### src/rtl/addsub_serial_ctrl_if.sv
// Request/result bundle for the byte-serial add/subtract sequencer.
// The master side issues operands and consumes results; the slave is the sequencer.
interface addsub_serial_ctrl_if #(
  parameter int NBYTES = 4
);
  localparam int W = 8 * NBYTES;

  logic         i_valid;
  logic         o_ready;
  logic [W-1:0] i_a;
  logic [W-1:0] i_b;
  logic         i_sub;
  logic         o_valid;
  logic         i_ready;
  logic [W-1:0] o_result;
  logic         o_cout;
  logic         o_ovf;
  logic         o_zero;
  logic         o_busy;

  modport master (
    output i_valid, i_a, i_b, i_sub, i_ready,
    input  o_ready, o_valid, o_result, o_cout, o_ovf, o_zero, o_busy
  );

  modport slave (
    input  i_valid, i_a, i_b, i_sub, i_ready,
    output o_ready, o_valid, o_result, o_cout, o_ovf, o_zero, o_busy
  );
endinterface

### src/rtl/addsub_serial_ctrl.sv
// Byte-serial add/subtract: one 8-bit slice reused NBYTES times, LSB first,
// with valid/ready on both sides and carry/borrow, overflow and zero flags.
module addsub_serial_ctrl #(
  parameter int NBYTES = 4
) (
  input  logic                 i_clk,
  input  logic                 i_rst_n,
  addsub_serial_ctrl_if.slave  bus
);
  localparam int W  = 8 * NBYTES;
  localparam int CW = (NBYTES > 1) ? $clog2(NBYTES) : 1;
  localparam logic [CW-1:0] LAST_BYTE = CW'(NBYTES - 1);

  typedef enum logic [1:0] {
    IDLE = 2'd0,
    CALC = 2'd1,
    DONE = 2'd2
  } state_t;

  state_t         state_reg, state_next;
  logic [CW-1:0]  cnt_reg, cnt_next;
  logic           carry_reg, carry_next;
  logic           sub_reg, sub_next;
  logic [W-1:0]   a_reg, a_next;
  logic [W-1:0]   b_reg, b_next;
  logic [W-1:0]   result_reg, result_next;
  logic           cout_reg, cout_next;
  logic           ovf_reg, ovf_next;
  logic           zero_reg, zero_next;

  logic [7:0]     a_lane [NBYTES];
  logic [7:0]     b_lane [NBYTES];
  logic [7:0]     a_byte;
  logic [7:0]     b_inv;
  logic [8:0]     slice_sum;
  logic           calc_en;

  assign calc_en = (state_reg == CALC);

  // Byte lanes of the operands, and the result lane written by the slice this cycle.
  genvar gi;
  generate
    for (gi = 0; gi < NBYTES; gi++) begin : g_lane
      assign a_lane[gi] = a_reg[gi*8 +: 8];
      assign b_lane[gi] = b_reg[gi*8 +: 8];
      assign result_next[gi*8 +: 8] = (calc_en && (cnt_reg == CW'(gi)))
                                      ? slice_sum[7:0]
                                      : result_reg[gi*8 +: 8];
    end
  endgenerate

  // Subtraction is A + ~B + 1; the +1 enters as the initial carry.
  assign a_byte    = a_lane[cnt_reg];
  assign b_inv     = b_lane[cnt_reg] ^ {8{sub_reg}};
  assign slice_sum = {1'b0, a_byte} + {1'b0, b_inv} + {8'd0, carry_reg};

  always_ff @(posedge i_clk or negedge i_rst_n) begin
    if (!i_rst_n) begin
      state_reg  <= IDLE;
      cnt_reg    <= '0;
      carry_reg  <= 1'b0;
      sub_reg    <= 1'b0;
      a_reg      <= '0;
      b_reg      <= '0;
      result_reg <= '0;
      cout_reg   <= 1'b0;
      ovf_reg    <= 1'b0;
      zero_reg   <= 1'b0;
    end else begin
      state_reg  <= state_next;
      cnt_reg    <= cnt_next;
      carry_reg  <= carry_next;
      sub_reg    <= sub_next;
      a_reg      <= a_next;
      b_reg      <= b_next;
      result_reg <= result_next;
      cout_reg   <= cout_next;
      ovf_reg    <= ovf_next;
      zero_reg   <= zero_next;
    end
  end

  always_comb begin
    state_next = state_reg;
    cnt_next   = cnt_reg;
    carry_next = carry_reg;
    sub_next   = sub_reg;
    a_next     = a_reg;
    b_next     = b_reg;
    cout_next  = cout_reg;
    ovf_next   = ovf_reg;
    zero_next  = zero_reg;

    case (state_reg)
      IDLE: begin
        if (bus.i_valid) begin
          a_next     = bus.i_a;
          b_next     = bus.i_b;
          sub_next   = bus.i_sub;
          carry_next = bus.i_sub;
          cnt_next   = '0;
          state_next = CALC;
        end
      end
      CALC: begin
        carry_next = slice_sum[8];
        cnt_next   = cnt_reg + 1'b1;
        if (cnt_reg == LAST_BYTE) begin
          cnt_next   = '0;
          state_next = DONE;
          // Raw carry becomes borrow when subtracting.
          cout_next  = slice_sum[8] ^ sub_reg;
          ovf_next   = (a_byte[7] == b_inv[7]) && (slice_sum[7] != a_byte[7]);
          // Lower bytes already hold this operation's result by the final edge.
          zero_next  = ~(|result_reg[W-9:0]) & ~(|slice_sum[7:0]);
        end
      end
      DONE: begin
        if (bus.i_ready) begin
          state_next = IDLE;
        end
      end
      default: begin
        state_next = IDLE;
      end
    endcase
  end

  assign bus.o_ready  = (state_reg == IDLE);
  assign bus.o_valid  = (state_reg == DONE);
  assign bus.o_busy   = (state_reg != IDLE);
  assign bus.o_result = result_reg;
  assign bus.o_cout   = cout_reg;
  assign bus.o_ovf    = ovf_reg;
  assign bus.o_zero   = zero_reg;

  a_done_holds: assert property (@(posedge i_clk) disable iff (!i_rst_n)
    (state_reg == DONE && !bus.i_ready) |=> (state_reg == DONE));

  a_calc_finishes: assert property (@(posedge i_clk) disable iff (!i_rst_n)
    (state_reg == CALC && cnt_reg == LAST_BYTE) |=> (state_reg == DONE));

endmodule
### src/flat_wrapper.sv
// flat-port wrapper written by rule: the top's interface ports become plain ports
module addsub_serial_ctrl_flat 
#(
  parameter int NBYTES = 4
)
  (i_clk, i_rst_n, bus_i_valid, bus_i_a, bus_i_b, bus_i_sub, bus_i_ready, bus_o_ready, bus_o_valid, bus_o_result, bus_o_cout, bus_o_ovf, bus_o_zero, bus_o_busy);
  addsub_serial_ctrl_if #(.NBYTES(NBYTES)) bus_i ();
  input  logic i_clk;
  input  logic i_rst_n;
  input wire logic [$bits(bus_i.i_valid)-1:0] bus_i_valid;
  input wire logic [$bits(bus_i.i_a)-1:0] bus_i_a;
  input wire logic [$bits(bus_i.i_b)-1:0] bus_i_b;
  input wire logic [$bits(bus_i.i_sub)-1:0] bus_i_sub;
  input wire logic [$bits(bus_i.i_ready)-1:0] bus_i_ready;
  output wire logic [$bits(bus_i.o_ready)-1:0] bus_o_ready;
  output wire logic [$bits(bus_i.o_valid)-1:0] bus_o_valid;
  output wire logic [$bits(bus_i.o_result)-1:0] bus_o_result;
  output wire logic [$bits(bus_i.o_cout)-1:0] bus_o_cout;
  output wire logic [$bits(bus_i.o_ovf)-1:0] bus_o_ovf;
  output wire logic [$bits(bus_i.o_zero)-1:0] bus_o_zero;
  output wire logic [$bits(bus_i.o_busy)-1:0] bus_o_busy;
  assign bus_i.i_valid = bus_i_valid;
  assign bus_i.i_a = bus_i_a;
  assign bus_i.i_b = bus_i_b;
  assign bus_i.i_sub = bus_i_sub;
  assign bus_i.i_ready = bus_i_ready;
  assign bus_o_ready = bus_i.o_ready;
  assign bus_o_valid = bus_i.o_valid;
  assign bus_o_result = bus_i.o_result;
  assign bus_o_cout = bus_i.o_cout;
  assign bus_o_ovf = bus_i.o_ovf;
  assign bus_o_zero = bus_i.o_zero;
  assign bus_o_busy = bus_i.o_busy;
  addsub_serial_ctrl #(.NBYTES(NBYTES)) u_core (.i_clk(i_clk), .i_rst_n(i_rst_n), .bus(bus_i));
endmodule
### config.mk
export PLATFORM = sky130hd
export DESIGN_NAME = addsub_serial_ctrl_flat
export DESIGN_NICKNAME = d
export VERILOG_FILES = /design/src/rtl/addsub_serial_ctrl_if.sv /design/src/rtl/addsub_serial_ctrl.sv /design/src/flat_wrapper.sv
export SDC_FILE = /design/constraint.sdc
export NUM_CORES = 1
export LEC_CHECK = 0
export ABC_AREA = 1
export CAP_MARGIN = 20
export CORE_MARGIN = 2
export CORE_UTILIZATION = 50
export DETAILED_ROUTE_END_ITERATION = 6
export PLACE_DENSITY = 0.83
export SETUP_SLACK_MARGIN = 0.02
export SYNTH_ARGS = -nofsm -noshare
export SYNTH_HDL_FRONTEND = slang
export SYNTH_SLANG_ARGS = --single-unit
### constraint.sdc
create_clock -name i_clk -period 3.4 [get_ports i_clk]
set_input_delay 0.51 -clock i_clk [delete_from_list [all_inputs] [get_ports i_clk]]
set_output_delay 0.51 -clock i_clk [all_outputs]
set_load 0.1 [all_outputs]
==> summary.txt <==
Yosys
  • Netlist Area Pre-Place: ~5000 um2
  • Unique cell type count in the Yosys netlist: 30
  • Post-synthesis register bit count: about 110
  • Complex-gate fraction of the synthesized area: 0.0876
  • Synthesis Warnings: 0
  • Cell count after synthesis: 644
  • Synth Area in Simple Gates: 0.289
  • Xor/xnor share of the synthesized area: 0.0136
  • Most frequent cell after synthesis: nand2_1
  • Synth cell count leaders: 294 x nand2_1, 105 x dfrtp_1, 50 x nor2_1
  • Top post-synthesis cells by area: dfrtp_1 51%, nand2_1 21%, nor2_1 3.6%
  • Post-synth top area share: 0.510
  • Post-synth EDFFs: 0
  • Cell taking the most area after synthesis: dfrtp_1
  • Sequential cell area fraction in the yosys report: 0.510
  • Largest family of logic cells by synthesized area: simple AND/OR/NAND/NOR gates
  • Top_reg_cell synth: dfrtp_1
  • Post-synthesis async set-or-reset flop share: 1.00
  • Avg Inst Size Synth: 8.00 um2
  • Adder-cell area share of the yosys netlist: 0.0345
  • Syn nets: just over 700
  • Post-synthesis mux area share: 0

Timing
  • Slew @ Worst Pin: 977 ps
  • RSZ-0062 raised after global routing: no
  • Final Hold Viols: 0
  • Clock Skew: 12.6 ps
  • Setup TNS: 0 ps
  • Worst slew margin: 0.346
  • Final setup violating endpoints: 0
  • Max frequency: 346 MHz
  • Fin crit share: 0.850
  • Min Tclk post-route: 2890 ps
  • Max-slew violation count: 0

Critical path
  • Worst r2r src: u_core.cnt_reg[1]
  • Req. time, crit path: 3710 ps
  • CP Data Arrival Time: 3200 ps
  • CP Launch Type: flip-flop
  • Cells on worst reg2reg path: 14
  • CP Max Fanout: 20
  • CP Capture Type: flip-flop
  • Critical R2R Capture: u_core.bus.o_zero
  • R2r setup slk: 510 ps
  • Critical path type: reg2reg

Placement
  • Placer Congestion: 0.881
  • DP HPWL: 9.00 mm
  • Number of port buffers: 106

Finish
  • Layout area overhead: 24.3%
  • Fill cells: 880
  • Diode count: 0
  • Final layout net count: 821
  • Layout cells sized above 1: 0.0646

Global route
  • Overflow after GRT: 0
  • Initial antenna violation count: 0
  • GR Util All Layers: 0.227
  • Largest net degree at the start of global routing: 86
  • Number of global-route vias before repair: 4287
  • Global-route wire length before repair: slightly above 20 mm

Outcome
  • Status: completed

Clocking
  • CTS tree: done
  • CTS buffer count: 9
  • Clock sink count: 105
  • H-tree depth: 3
  • Total setup buffers inserted after CTS: 0
  • Clock latency on the worst-skew pair: 370 ps
  • CTS max path bufs: 2
  • Root buffer cell: clkbuf_8
  • CTS resizes: 0
  • Worst-path clk slew: ~110 ps
  • Cts hold-fix bufs: 0

Floorplanning
  • Top-Level Pins: 107
  • Number of placement rows: 37
  • Starting Density: 0.506
  • Core area: 10200 um2
  • Die W: between 100 and 150 um
  • Die ar.: 11100 um2
  • Die Span Y: 106 um

Routing
  • Post-Route WL: 12.2 mm
  • DRC: 0
  • Vias/cell: 5.08
  • Avg WL per Cell: 13.9 um
  • Initial drt markers: roughly 220
  • Vias: 4464
  • Antenna viol nets, final: 0
  • Drt pass-1 iters: 5

Flow run
  • Max-cap violations: 0

Hold path
  • Worst Hold Class: in2async
[worst max-delay path by stage]
stage	start	end	slack, ps	cells past startpoint
6_report	u_core.cnt_reg[1]	u_core.bus.o_zero	510	14
3_3_place_gp	u_core.cnt_reg[1]	u_core.bus.o_zero	700	14
3_5_place_dp	u_core.cnt_reg[1]	u_core.bus.o_zero	610	14
2_1_floorplan	u_core.cnt_reg[0]	u_core.bus.o_zero	870	15
4_1_cts	u_core.cnt_reg[1]	u_core.bus.o_zero	550	14
5_1_grt	u_core.cnt_reg[1]	u_core.bus.o_zero	160	17
[cell type report]
cell class,instances,area [um2],area share
Timing Repair Buffer,113,1120,0.175
Tap cell,136,170,0.0266
Multi-Input combinational cell,477,2190,0.341
Clock inverter,6,50.0,0.00781
Clock buffer,9,124,0.0193
Inverter,33,124,0.0193
Sequential cell,105,2630,0.410
[cells by family (layout without fill, tap and decap cells)]
family                   Yosys count  after routing
adder cells (fa/ha/maj)           13             13
AND/OR/NAND/NOR                  377            377
flip-flops                       105            105
buffers and inverters             62            161
XOR/XNOR                           8              8
AO/OA/AOI/OAI                     79             79
[cells in the final DEF (no fill, tap or decap), types with 2 or more instances in the layout]
cell             count
a21oi_1              4
a21oi_2              2
buf_4               10
clkbuf_8             9
clkdlybuf4s50_1    102
dfrtp_1            105
fa_1                 2
ha_1                11
inv_1               28
inv_2                4
inv_6                3
nand2_1            294
nand2_2              9
nand3_1             17
nand4_1              2
nor2_1              50
nor2_4               2
o21ai_0             37
o21ai_1             13
o21ai_2              5
o22ai_1             14
xor2_1               8
[worst max-delay path, cell delays in order, from the launching register on]
cell and delay (ps):
dfrtp_1 380, clkinv_1 420, o21ai_0 220, o22ai_1 110, xor2_1 170, fa_1 430
inv_1 100, fa_1 430, nor2_1 110, nand2_1 80, nor2_1 90, nand3_1 80
nor2_1 100, nand2_1 60, nand2_1 50
[routing by layer]
metal	wire, um	GRT usage
met1	5570	0.309
met2	5750	0.372
met3	659	0.0340
met4	259	0.0808
met5	0	0
[metrics by stage]
stage	utilization	std cells	setup WS [ps]	hold WS, ps	instance area, um2
after floorplan	-	644	875	214	5150
after global placement	0.609	863	700	459	6200
after detailed placement	0.609	863	605	463	6200
after CTS	0.626	878	547	360	6380
after global routing	0.629	879	163	66.4	6410
final	0.629	879	510	50.2	6410
Power is left out: the tool's default activity adds up to more than one toggle a clock period on the data nets, which glitch-free logic cannot reach.
